==> src/rtl/htc_attractor_search.sv <==
// Nearest-attractor search: streams attractor rows out of the HTC BRAM and
// returns the lowest-index row with the minimum Hamming distance to a query.
module htc_attractor_search #(
    parameter int D        = 173,
    parameter int D_PADDED = 192,
    parameter int R        = 2048,
    parameter int IW       = $clog2(R),
    parameter int DW       = $clog2(D + 1)
) (
    input  logic                clk,
    input  logic                rst_n,
    input  logic                query_valid,
    output logic                query_ready,
    input  logic [D-1:0]        query_hv,
    input  logic [IW:0]         active_rows,
    input  logic                loader_busy,
    output logic                bram_re,
    output logic [IW-1:0]       bram_raddr,
    input  logic [D_PADDED-1:0] bram_rdata,
    output logic                result_valid,
    input  logic                result_ready,
    output logic [IW-1:0]       result_idx,
    output logic [DW-1:0]       result_dist,
    output logic                result_empty,
    output logic                result_stale,
    output logic                busy,
    output logic [31:0]         search_count
);

    typedef enum logic [1:0] {IDLE, SCAN, DRAIN, RESULT} state_t;

    state_t          state_reg, state_next;
    logic            rst_done_reg;
    logic [D-1:0]    query_reg;
    logic [IW:0]     n_reg;
    logic [IW-1:0]   addr_reg;
    logic            rd_valid_reg;
    logic [IW-1:0]   rd_idx_reg;
    logic            dist_valid_reg;
    logic [IW-1:0]   dist_idx_reg;
    logic [DW-1:0]   dist_reg;
    logic [IW-1:0]   best_idx_reg;
    logic [DW-1:0]   best_dist_reg;
    logic            empty_reg;
    logic            stale_reg;
    logic [31:0]     search_count_reg;

    logic            handshake;
    logic [IW:0]     n_clamped;
    logic            last_addr;
    logic            last_cmp;
    logic [D-1:0]    diff;
    logic [DW-1:0]   pop_next;
    logic            unused_pad;

    assign handshake = query_valid && query_ready;
    assign n_clamped = (active_rows > (IW+1)'(R)) ? (IW+1)'(R) : active_rows;
    assign last_addr = ({1'b0, addr_reg} == n_reg - 1'b1);
    assign last_cmp  = dist_valid_reg && ({1'b0, dist_idx_reg} == n_reg - 1'b1);
    assign unused_pad = ^bram_rdata[D_PADDED-1:D];

    // Only the live HV bits take part in the distance; padding never reaches the adder.
    genvar gi;
    generate
        for (gi = 0; gi < D; gi++) begin : g_diff
            assign diff[gi] = query_reg[gi] ^ bram_rdata[gi];
        end
    endgenerate

    always_comb begin
        pop_next = '0;
        for (int i = 0; i < D; i++) begin
            pop_next = pop_next + DW'(diff[i]);
        end
    end

    always_comb begin
        state_next = state_reg;
        case (state_reg)
            IDLE:    if (handshake) state_next = (n_clamped == '0) ? RESULT : SCAN;
            SCAN:    if (last_addr) state_next = DRAIN;
            DRAIN:   if (last_cmp) state_next = RESULT;
            RESULT:  if (result_ready) state_next = IDLE;
            default: state_next = IDLE;
        endcase
    end

    always_ff @(posedge clk or negedge rst_n) begin
        if (!rst_n) begin
            state_reg        <= IDLE;
            rst_done_reg     <= 1'b0;
            query_reg        <= '0;
            n_reg            <= '0;
            addr_reg         <= '0;
            rd_valid_reg     <= 1'b0;
            rd_idx_reg       <= '0;
            dist_valid_reg   <= 1'b0;
            dist_idx_reg     <= '0;
            dist_reg         <= '0;
            best_idx_reg     <= '0;
            best_dist_reg    <= '0;
            empty_reg        <= 1'b0;
            stale_reg        <= 1'b0;
            search_count_reg <= '0;
        end else begin
            state_reg    <= state_next;
            rst_done_reg <= 1'b1;
            if (handshake) begin
                query_reg <= query_hv;
                n_reg     <= n_clamped;
                addr_reg  <= '0;
                stale_reg <= 1'b0;
                empty_reg <= (n_clamped == '0);
                if (n_clamped == '0) begin
                    best_idx_reg  <= '0;
                    best_dist_reg <= DW'(D);
                end
            end
            if (state_reg == SCAN) addr_reg <= addr_reg + 1'b1;
            // Three-stage pipe: address -> read data -> registered distance -> compare.
            rd_valid_reg   <= bram_re;
            rd_idx_reg     <= addr_reg;
            dist_valid_reg <= rd_valid_reg;
            dist_idx_reg   <= rd_idx_reg;
            dist_reg       <= pop_next;
            if (dist_valid_reg && (dist_idx_reg == '0 || dist_reg < best_dist_reg)) begin
                best_idx_reg  <= dist_idx_reg;
                best_dist_reg <= dist_reg;
            end
            if ((state_reg == SCAN || state_reg == DRAIN) && loader_busy) stale_reg <= 1'b1;
            if (state_reg == RESULT && result_ready) search_count_reg <= search_count_reg + 32'd1;
        end
    end

    assign query_ready  = rst_done_reg && (state_reg == IDLE) && !loader_busy;
    assign bram_re      = (state_reg == SCAN);
    assign bram_raddr   = addr_reg;
    assign result_valid = (state_reg == RESULT);
    assign result_idx   = best_idx_reg;
    assign result_dist  = best_dist_reg;
    assign result_empty = empty_reg;
    assign result_stale = stale_reg;
    assign busy         = (state_reg != IDLE);
    assign search_count = search_count_reg;

endmodule

==> config.mk <==
export PLATFORM = sky130hd
export DESIGN_NAME = htc_attractor_search
export DESIGN_NICKNAME = d
export VERILOG_FILES = /design/src/rtl/htc_attractor_search.sv
export SDC_FILE = /design/constraint.sdc
export NUM_CORES = 1
export LEC_CHECK = 0
export ABC_AREA = 1
export ABC_CLOCK_PERIOD_IN_PS = 7500
export BUFFER_PORTS_ARGS = -buffer_cell sky130_fd_sc_hd__buf_2
export CORE_UTILIZATION = 49
export DETAILED_ROUTE_END_ITERATION = 10
export GPL_TIMING_DRIVEN = 1
export PLACE_DENSITY = 0.78
export RECOVER_POWER = 50
export SLEW_MARGIN = 20
export SYNTH_ARGS = -nofsm -noshare
export SYNTH_HDL_FRONTEND = slang
export SYNTH_SLANG_ARGS = --single-unit
==> constraint.sdc <==
create_clock -name clk -period 7.5 [get_ports clk]
set_input_delay 1.125 -clock clk [delete_from_list [all_inputs] [get_ports clk]]
set_output_delay 1.125 -clock clk [all_outputs]
set_load 0.005 [all_outputs]
==> key figures, run 1 <==
Timing
  – Minimum setup slack in the final design: -0.236 ns
  – Actual transition at the worst max-transition pin: 3.18 ns
  – Final setup fails: 5
  – RSZ-0062 raised after global routing: yes
  – Clk_skew: 0.0196 ns
  – Fmax: 129 MHz
  – Slew Limit Fails: 289
  – Final hold vios: 0
  – Post-layout min period: 7.74 ns
  – Slew HR: -112%
  – Period Utilization, post-route: 103%
  – Hold Slack: 0.344 ns

Routing
  – Routed Antenna Nets: 0
  – Wire per inst: 17.0 um
  – DR iter-0 viols: 608
  – First-pass iteration count of the detailed router: 5
  – Detailed-route via count: 13600
  – Vias per std cell: 4.90
  – Drt total wl: 47300 um
  – Remaining DRCs: 0

Die
  – Num rows: 68
  – Die Width: 191 um
  – Area of the die: 36400 um2
  – I/O Pins: 450
  – Die height: 191 um
  – Core Area: 34800 um2
  – Initial core utilization: 50.1%

Finish
  – Max FFs per register: 173
  – Area Growth Syn to Fin: 21.6%
  – Final core occ: 61.0%
  – Share of layout cells above drive strength 1: 23.3%
  – Nets: 2866
  – Design Area, Final: 21200 um2
  – Fillcell total: 2900

Global routing
  – Initial antenna violation count: 21
  – Vias in the first global route: 14500
  – Congestion Overflow GR: 0
  – First-pass GRT wire length: 74500 um
  – Largest net degree at the start of global routing: 164
  – GR Util All Layers: 26.6%

Synthesis
  – Post-Syn Area per Cell: 9.42 um2
  – Mapped Cells: 1851
  – Number of flops mapped to enable cells by yosys: 0
  – Netlist cell types: 40
  – Syn_nets: 2431
  – Ys async rst share: 100%
  – Count leader, synth: nand2_1
  – Most frequent cells after synthesis: nand2_1 (653), dfrtp_1 (284), inv_1 (226)
  – Area contributors post-synth: dfrtp_1 (41%), fa_1 (18%), nand2_1 (14%), xor2_1 (7.6%), inv_1 (4.9%)
  – Synth top area share: 40.7%
  – Synth warnings: 0
  – Mapped Area: 17400 um2
  – Sequential share of the synthesized area: 40.7%
  – Most used DFF post-synth: dfrtp_1
  – Yosys reg bits: 284
  – Largest area contributor in the netlist: dfrtp_1

Critical path
  – Crit-path max FO: 2
  – Crit path DAT: 8.18 ns
  – Kind of start point of the critical path: input port
  – WP data required: 7.95 ns
  – Setup crit end kind: flip-flop
  – Crit Path Class: input port to flip-flop

Place
  – Placed cell areas: 20200 um2
  – Port-buffer cells: 430
  – Placer's final routability congestion estimate: 0.894
  – HPWL after DPL: 37000 um

CTS
  – H-tree lvl count: 1
  – Worst-path clk slew: 0.06 ns
  – Clk sinks: 284
  – CTS buffer count: 31
  – CTS tree: done
  – Insertion delay to the later sink of the worst-skew pair: 0.58 ns
  – Clk buf depth: 3
  – Root Driver: clkbuf_16

Hold path
  – Hold Crit Class: flip-flop to flip-flop

Run status
  – Failing checks: max-capacitance violations, max-slew violations, negative setup slack
  – Status: complete, but fails checks

Run
  – Maxcap violations: 3
## cells in the final DEF (no fill, tap or decap), types with 6 or more instances in the layout
master     netlist  layout
nand3_1         54      54
nor2_1          60      62
o21ai_0         33      31
nand2_1        653     654
nor3_1          12      15
a21oi_1         19      17
clkbuf_16        0      31
buf_4            1      12
ha_1            38      36
clkbuf_8         0       8
dfrtp_1        284     284
diode_2          0      18
inv_1          226     222
xor2_1         151     149
fa_1           160     151
clkinv_2         1       6
fa_2             0       9
xnor2_2          0       6
clkbuf_1        25       9
buf_2           18     428
nand4_1         10      10
nor4_1           6       6
xnor2_1         62      56
## kinds of logic after synthesis
| family | Yosys count | synth area share, % |
|---|---|---|
| compound gates | 60 | 1.82 |
| xor+xnor | 216 | 11.1 |
| fa+ha+maj | 198 | 21.1 |
| buf+inv | 272 | 6.01 |
| flops | 284 | 40.7 |
| mux | 2 | 0.122 |
| other cells | 1 | 0.0215 |
| simple gates | 818 | 19.1 |
## area by class of cell
| cell class | count | area [um2] | area share (%) |
|---|---|---|---|
| Timing Repair Buffer | 446 | 2280 | 10.8 |
| Inverter | 228 | 862 | 4.06 |
| Clock buffer | 47 | 916 | 4.32 |
| Multi-Input combinational cell | 1295 | 9350 | 44.1 |
| Sequential cell | 284 | 7110 | 33.5 |
| Tap cell | 455 | 569 | 2.68 |
| Clock inverter | 9 | 77.6 | 0.366 |
| Antenna cell | 18 | 45.0 | 0.212 |
## worst max-delay path, stage by stage
cell,delay [ns]
buf_2,0.11
xnor2_1,0.14
fa_1,0.54
inv_1,0.05
fa_1,0.53
fa_1,0.54
inv_1,0.06
fa_1,0.50
fa_2,0.64
fa_1,0.43
fa_1,0.49
inv_1,0.05
fa_1,0.53
inv_1,0.05
fa_1,0.46
fa_1,0.50
inv_1,0.05
fa_2,0.35
fa_2,0.39
a31oi_4,0.19
nor2_1,0.07
o21ai_1,0.13
nand2_1,0.08
xor2_1,0.14
## stage by stage
stage / worst slack (ns) / std cells / TNS, ns
after floorplan: -0.340 / 1851 / -0.582
after global placement: -0.828 / 2705 / -3.62
after detailed placement: -0.923 / 2705 / -4.24
after CTS: -0.208 / 2762 / -0.267
after global routing: -0.402 / 2779 / -1.32
final: -0.236 / 2782 / -0.391
## worst paths after layout
path                            startpoint         endpoint  slack (ns)  cells past startpoint
max reg2reg                  query_reg[81]      dist_reg[6]       -0.01                     24
min                          rd_idx_reg[3]  dist_idx_reg[3]        0.34                      0
min in group asynchronous            rst_n    query_reg[16]        1.59                      1
min reg2reg                  rd_idx_reg[3]  dist_idx_reg[3]        0.34                      0
max                        bram_rdata[125]      dist_reg[6]       -0.24                     24
max in group asynchronous            rst_n    query_reg[77]        2.26                      2
## metal layers
| metal | vias up | global-route usage (%) | routed length (um) |
|---|---|---|---|
| met5 | - | 0 | 38 |
| met4 | 6 | 11.2 | 1950 |
| met3 | 123 | 5.45 | 3010 |
| met2 | 458 | 45.3 | 23700 |
| met1 | 6600 | 33.0 | 18600 |
| li1 | 6442 | - | - |
## repair_timing
| action | in CTS | in global routing |
|---|---|---|
| setup endpoints to repair | 4 | 6 |
| gates cloned | 0 | 0 |
| buffers inserted | 1 | 2 |
| hold buffers | 0 | 0 |
| gates resized for setup | 7 | 15 |
| pin swaps | 8 | 16 |
Power of run 1 is left out: the tool's default activity adds up to more than one toggle a clock period on the data nets, which glitch-free logic cannot reach.
==> run 2, diff against run 1 <==
--- a/config.mk
+++ b/config.mk
@@ -6,12 +6,12 @@
 export NUM_CORES = 1
 export LEC_CHECK = 0
 export ABC_AREA = 1
-export ABC_CLOCK_PERIOD_IN_PS = 7500
+export ABC_CLOCK_PERIOD_IN_PS = 7100
 export BUFFER_PORTS_ARGS = -buffer_cell sky130_fd_sc_hd__buf_2
 export CORE_UTILIZATION = 49
 export DETAILED_ROUTE_END_ITERATION = 10
 export GPL_TIMING_DRIVEN = 1
-export PLACE_DENSITY = 0.78
+export PLACE_DENSITY_LB_ADDON = 0.2
 export RECOVER_POWER = 50
 export SLEW_MARGIN = 20
 export SYNTH_ARGS = -nofsm -noshare
==> constraint.sdc (replaced) <==
create_clock -name clk -period 7.1 [get_ports clk]
set_input_delay 1.065 -clock clk [delete_from_list [all_inputs] [get_ports clk]]
set_output_delay 1.065 -clock clk [all_outputs]
set_load 0.005 [all_outputs]
==> run 2 against run 1 <==
Net effect:
- the run still ends with max-capacitance violations, max-slew violations, negative setup slack left
- hold slack about the same
- clock skew down 0.0038 ns
- highest routed layer unchanged
- die area unchanged
- via count down 1.3%
- register-to-register slack worse by 0.39 ns
- worst setup slack worse by 0.32 ns
- first-iteration DRC count up 6.1%
- critical path type unchanged
==> key figures, run 2 (synthesis gave the netlist of run 1 again) <==
Die
  – Die Width: 191 um
  – Core Area: 34800 um2
  – I/O Pins: 450
  – Die height: 191 um
  – Initial core utilization: 50.1%
  – Num rows: 68
  – Area of the die: 36400 um2

Global routing
  – Largest net degree at the start of global routing: 177
  – Global-route met2 utilization: 46.1%
  – GR peak layer: met2
  – Congestion Overflow GR: 0
  – GR Util All Layers: 27.0%
  – First-pass GRT wire length: 74900 um
  – M3 GR Usage: 5.45%
  – Vias in the first global route: 14300
  – Initial antenna violation count: 24
  – Met1 Track Usage GR: 33.2%

Routing
  – Routed Antenna Nets: 0
  – Drt total wl: 47600 um
  – Remaining DRCs: 0
  – Vias per std cell: 4.81
  – Detailed-route via count: 13500
  – First-pass iteration count of the detailed router: 5
  – DR iter-0 viols: 645
  – Wire per inst: 17.0 um

Critical path
  – Kind of start point of the critical path: input port
  – Setup crit end kind: flip-flop
  – Largest delay share family, worst path: adder cells
  – WP data required: 7.49 ns
  – Critical R2R Capture: dist_reg[6]
  – Crit path DAT: 8.05 ns
  – Crit-path slowest cell: fa_1
  – Critical path's largest stage delay: 0.56 ns
  – Crit-path max FO: 2
  – R2R Path Start: query_reg[121]
  – Crit path buffers/inverters: 8
  – Crit Path Class: input port to flip-flop
  – R2r setup slk: -0.40 ns
  – Critical Path Most Common Cell: fa_1
  – Worst r2r path cells: 25

CTS
  – H-tree lvl count: 2
  – Hold Buf Count CTS: 0
  – CTS tree: done
  – Insertion delay to the later sink of the worst-skew pair: 0.51 ns
  – Clk buf depth: 3
  – Worst-path clk slew: 0.06 ns
  – Clk sinks: 284
  – CTS buffer count: 34
  – Root Driver: clkbuf_16

Finish
  – Max FFs per register: 173
  – Register area: 7110 um2
  – Area Growth Syn to Fin: 22.4%
  – Fillcell total: 3020
  – Cell Count, Final, Fillers Out: 2794
  – Design Area, Final: 21300 um2
  – Multi-input logic area: 9390 um2
  – Most common cell after layout, fill and taps aside: nand2_1
  – Nets: 2879
  – Most frequent cells in the layout: nand2_1 (656), buf_2 (379), dfrtp_1 (284), inv_1 (215), fa_1 (155)
  – Share of layout cells above drive strength 1: 21.8%

Place
  – Port-buffer cells: 430
  – Placer's final routability congestion estimate: 0.920
  – Placed cell areas: 20200 um2
  – Inst Count DP: 2713
  – HPWL after DPL: 37700 um

Timing
  – Period Utilization, post-route: 108%
  – Minimum setup slack in the final design: -0.559 ns
  – Fmax: 131 MHz
  – Slew Limit Fails: 180
  – Actual transition at the worst max-transition pin: 6.11 ns
  – RSZ-0062 raised after global routing: yes
  – Slew HR: -307%
  – Final hold vios: 0
  – Clk_skew: 0.0158 ns
  – Final setup fails: 7
  – Post-layout min period: 7.66 ns

Hold path
  – Hold Crit Class: flip-flop to flip-flop
  – Hold_sp: rd_idx_reg[3]
  – WHS Path Cells: 0
  – Hold Crit Endpoint: dist_idx_reg[3]

Run status
  – Failing checks: max-capacitance violations, max-slew violations, negative setup slack
  – Status: complete, but fails checks

Run
  – Maxcap violations: 2
[run 2: cell types whose count changed in the layout (fill, tap and decap cells not counted), moves of 3 or more]
| cell | change |
|---|---|
| diode_2 | +3 |
| buf_4 | +10 |
| xnor2_1 | -3 |
| clkbuf_1 | +45 |
| clkbuf_8 | -7 |
| fa_2 | -4 |
| inv_1 | -7 |
| buf_2 | -49 |
| inv_2 | +7 |
| xor2_1 | -6 |
| clkbuf_16 | +3 |
| xor2_2 | +5 |
| buf_6 | +6 |
| fa_1 | +4 |
[run 2: layout make-up]
type                    count  area share, %
multi-input cells        1295           44.0
clock buffers              45           4.23
clock inverters            10          0.475
diodes                     21          0.246
repair buffers            456           11.1
flip-flops and latches    284           33.3
inverters                 228           4.02
well taps                 455           2.67
[run 2: repair_timing]
action / CTS / global route
setup endpoints to repair: 7 / 7
pin swaps: 17 / 12
gates resized for setup: 29 / 14
buffers inserted: 4 / 3
[run 2: worst max-delay path by stage]
stage	start	end	slack, ns	cells after the start
5_1_grt	bram_rdata[121]	dist_reg[6]	-0.78	26
4_1_cts	bram_rdata[121]	dist_reg[6]	-0.52	26
2_1_floorplan	bram_rdata[89]	dist_reg[6]	-0.68	24
3_3_place_gp	bram_rdata[155]	dist_reg[6]	-1.13	24
3_5_place_dp	bram_rdata[155]	dist_reg[6]	-1.22	24
6_report	bram_rdata[121]	dist_reg[6]	-0.56	26
[run 2: stage by stage]
stage | setup TNS, ns | setup WS, ns | utilization (%) | hold WS, ns
final | -2.55 | -0.559 | 61.3 | 0.344
after floorplan | -2.54 | -0.680 | - | 0.331
after global placement | -5.97 | -1.13 | 58.1 | 0.332
after detailed placement | -6.59 | -1.22 | 58.1 | 0.335
after CTS | -2.33 | -0.520 | 61.4 | 0.344
after global routing | -38.78 | -0.776 | 61.3 | 0.349
[run 2: metal layers]
| layer | share of wire [%] | vias to the layer above |
|---|---|---|
| met5 | 0.094 | - |
| met4 | 3.5 | 8 |
| met3 | 6.3 | 101 |
| met2 | 50 | 427 |
| met1 | 40 | 6452 |
| li1 | - | 6464 |
[run 2: worst register-to-register path, delay by kind of cell (launching register included)]
family / cells / cell delay (ns)
buf+inv: 7 / 0.31
flops: 1 / 0.45
simple gates: 2 / 0.15
xor+xnor: 2 / 0.31
compound gates: 2 / 0.28
fa+ha+maj: 12 / 5.88
Power of run 2 is left out for the same reason.
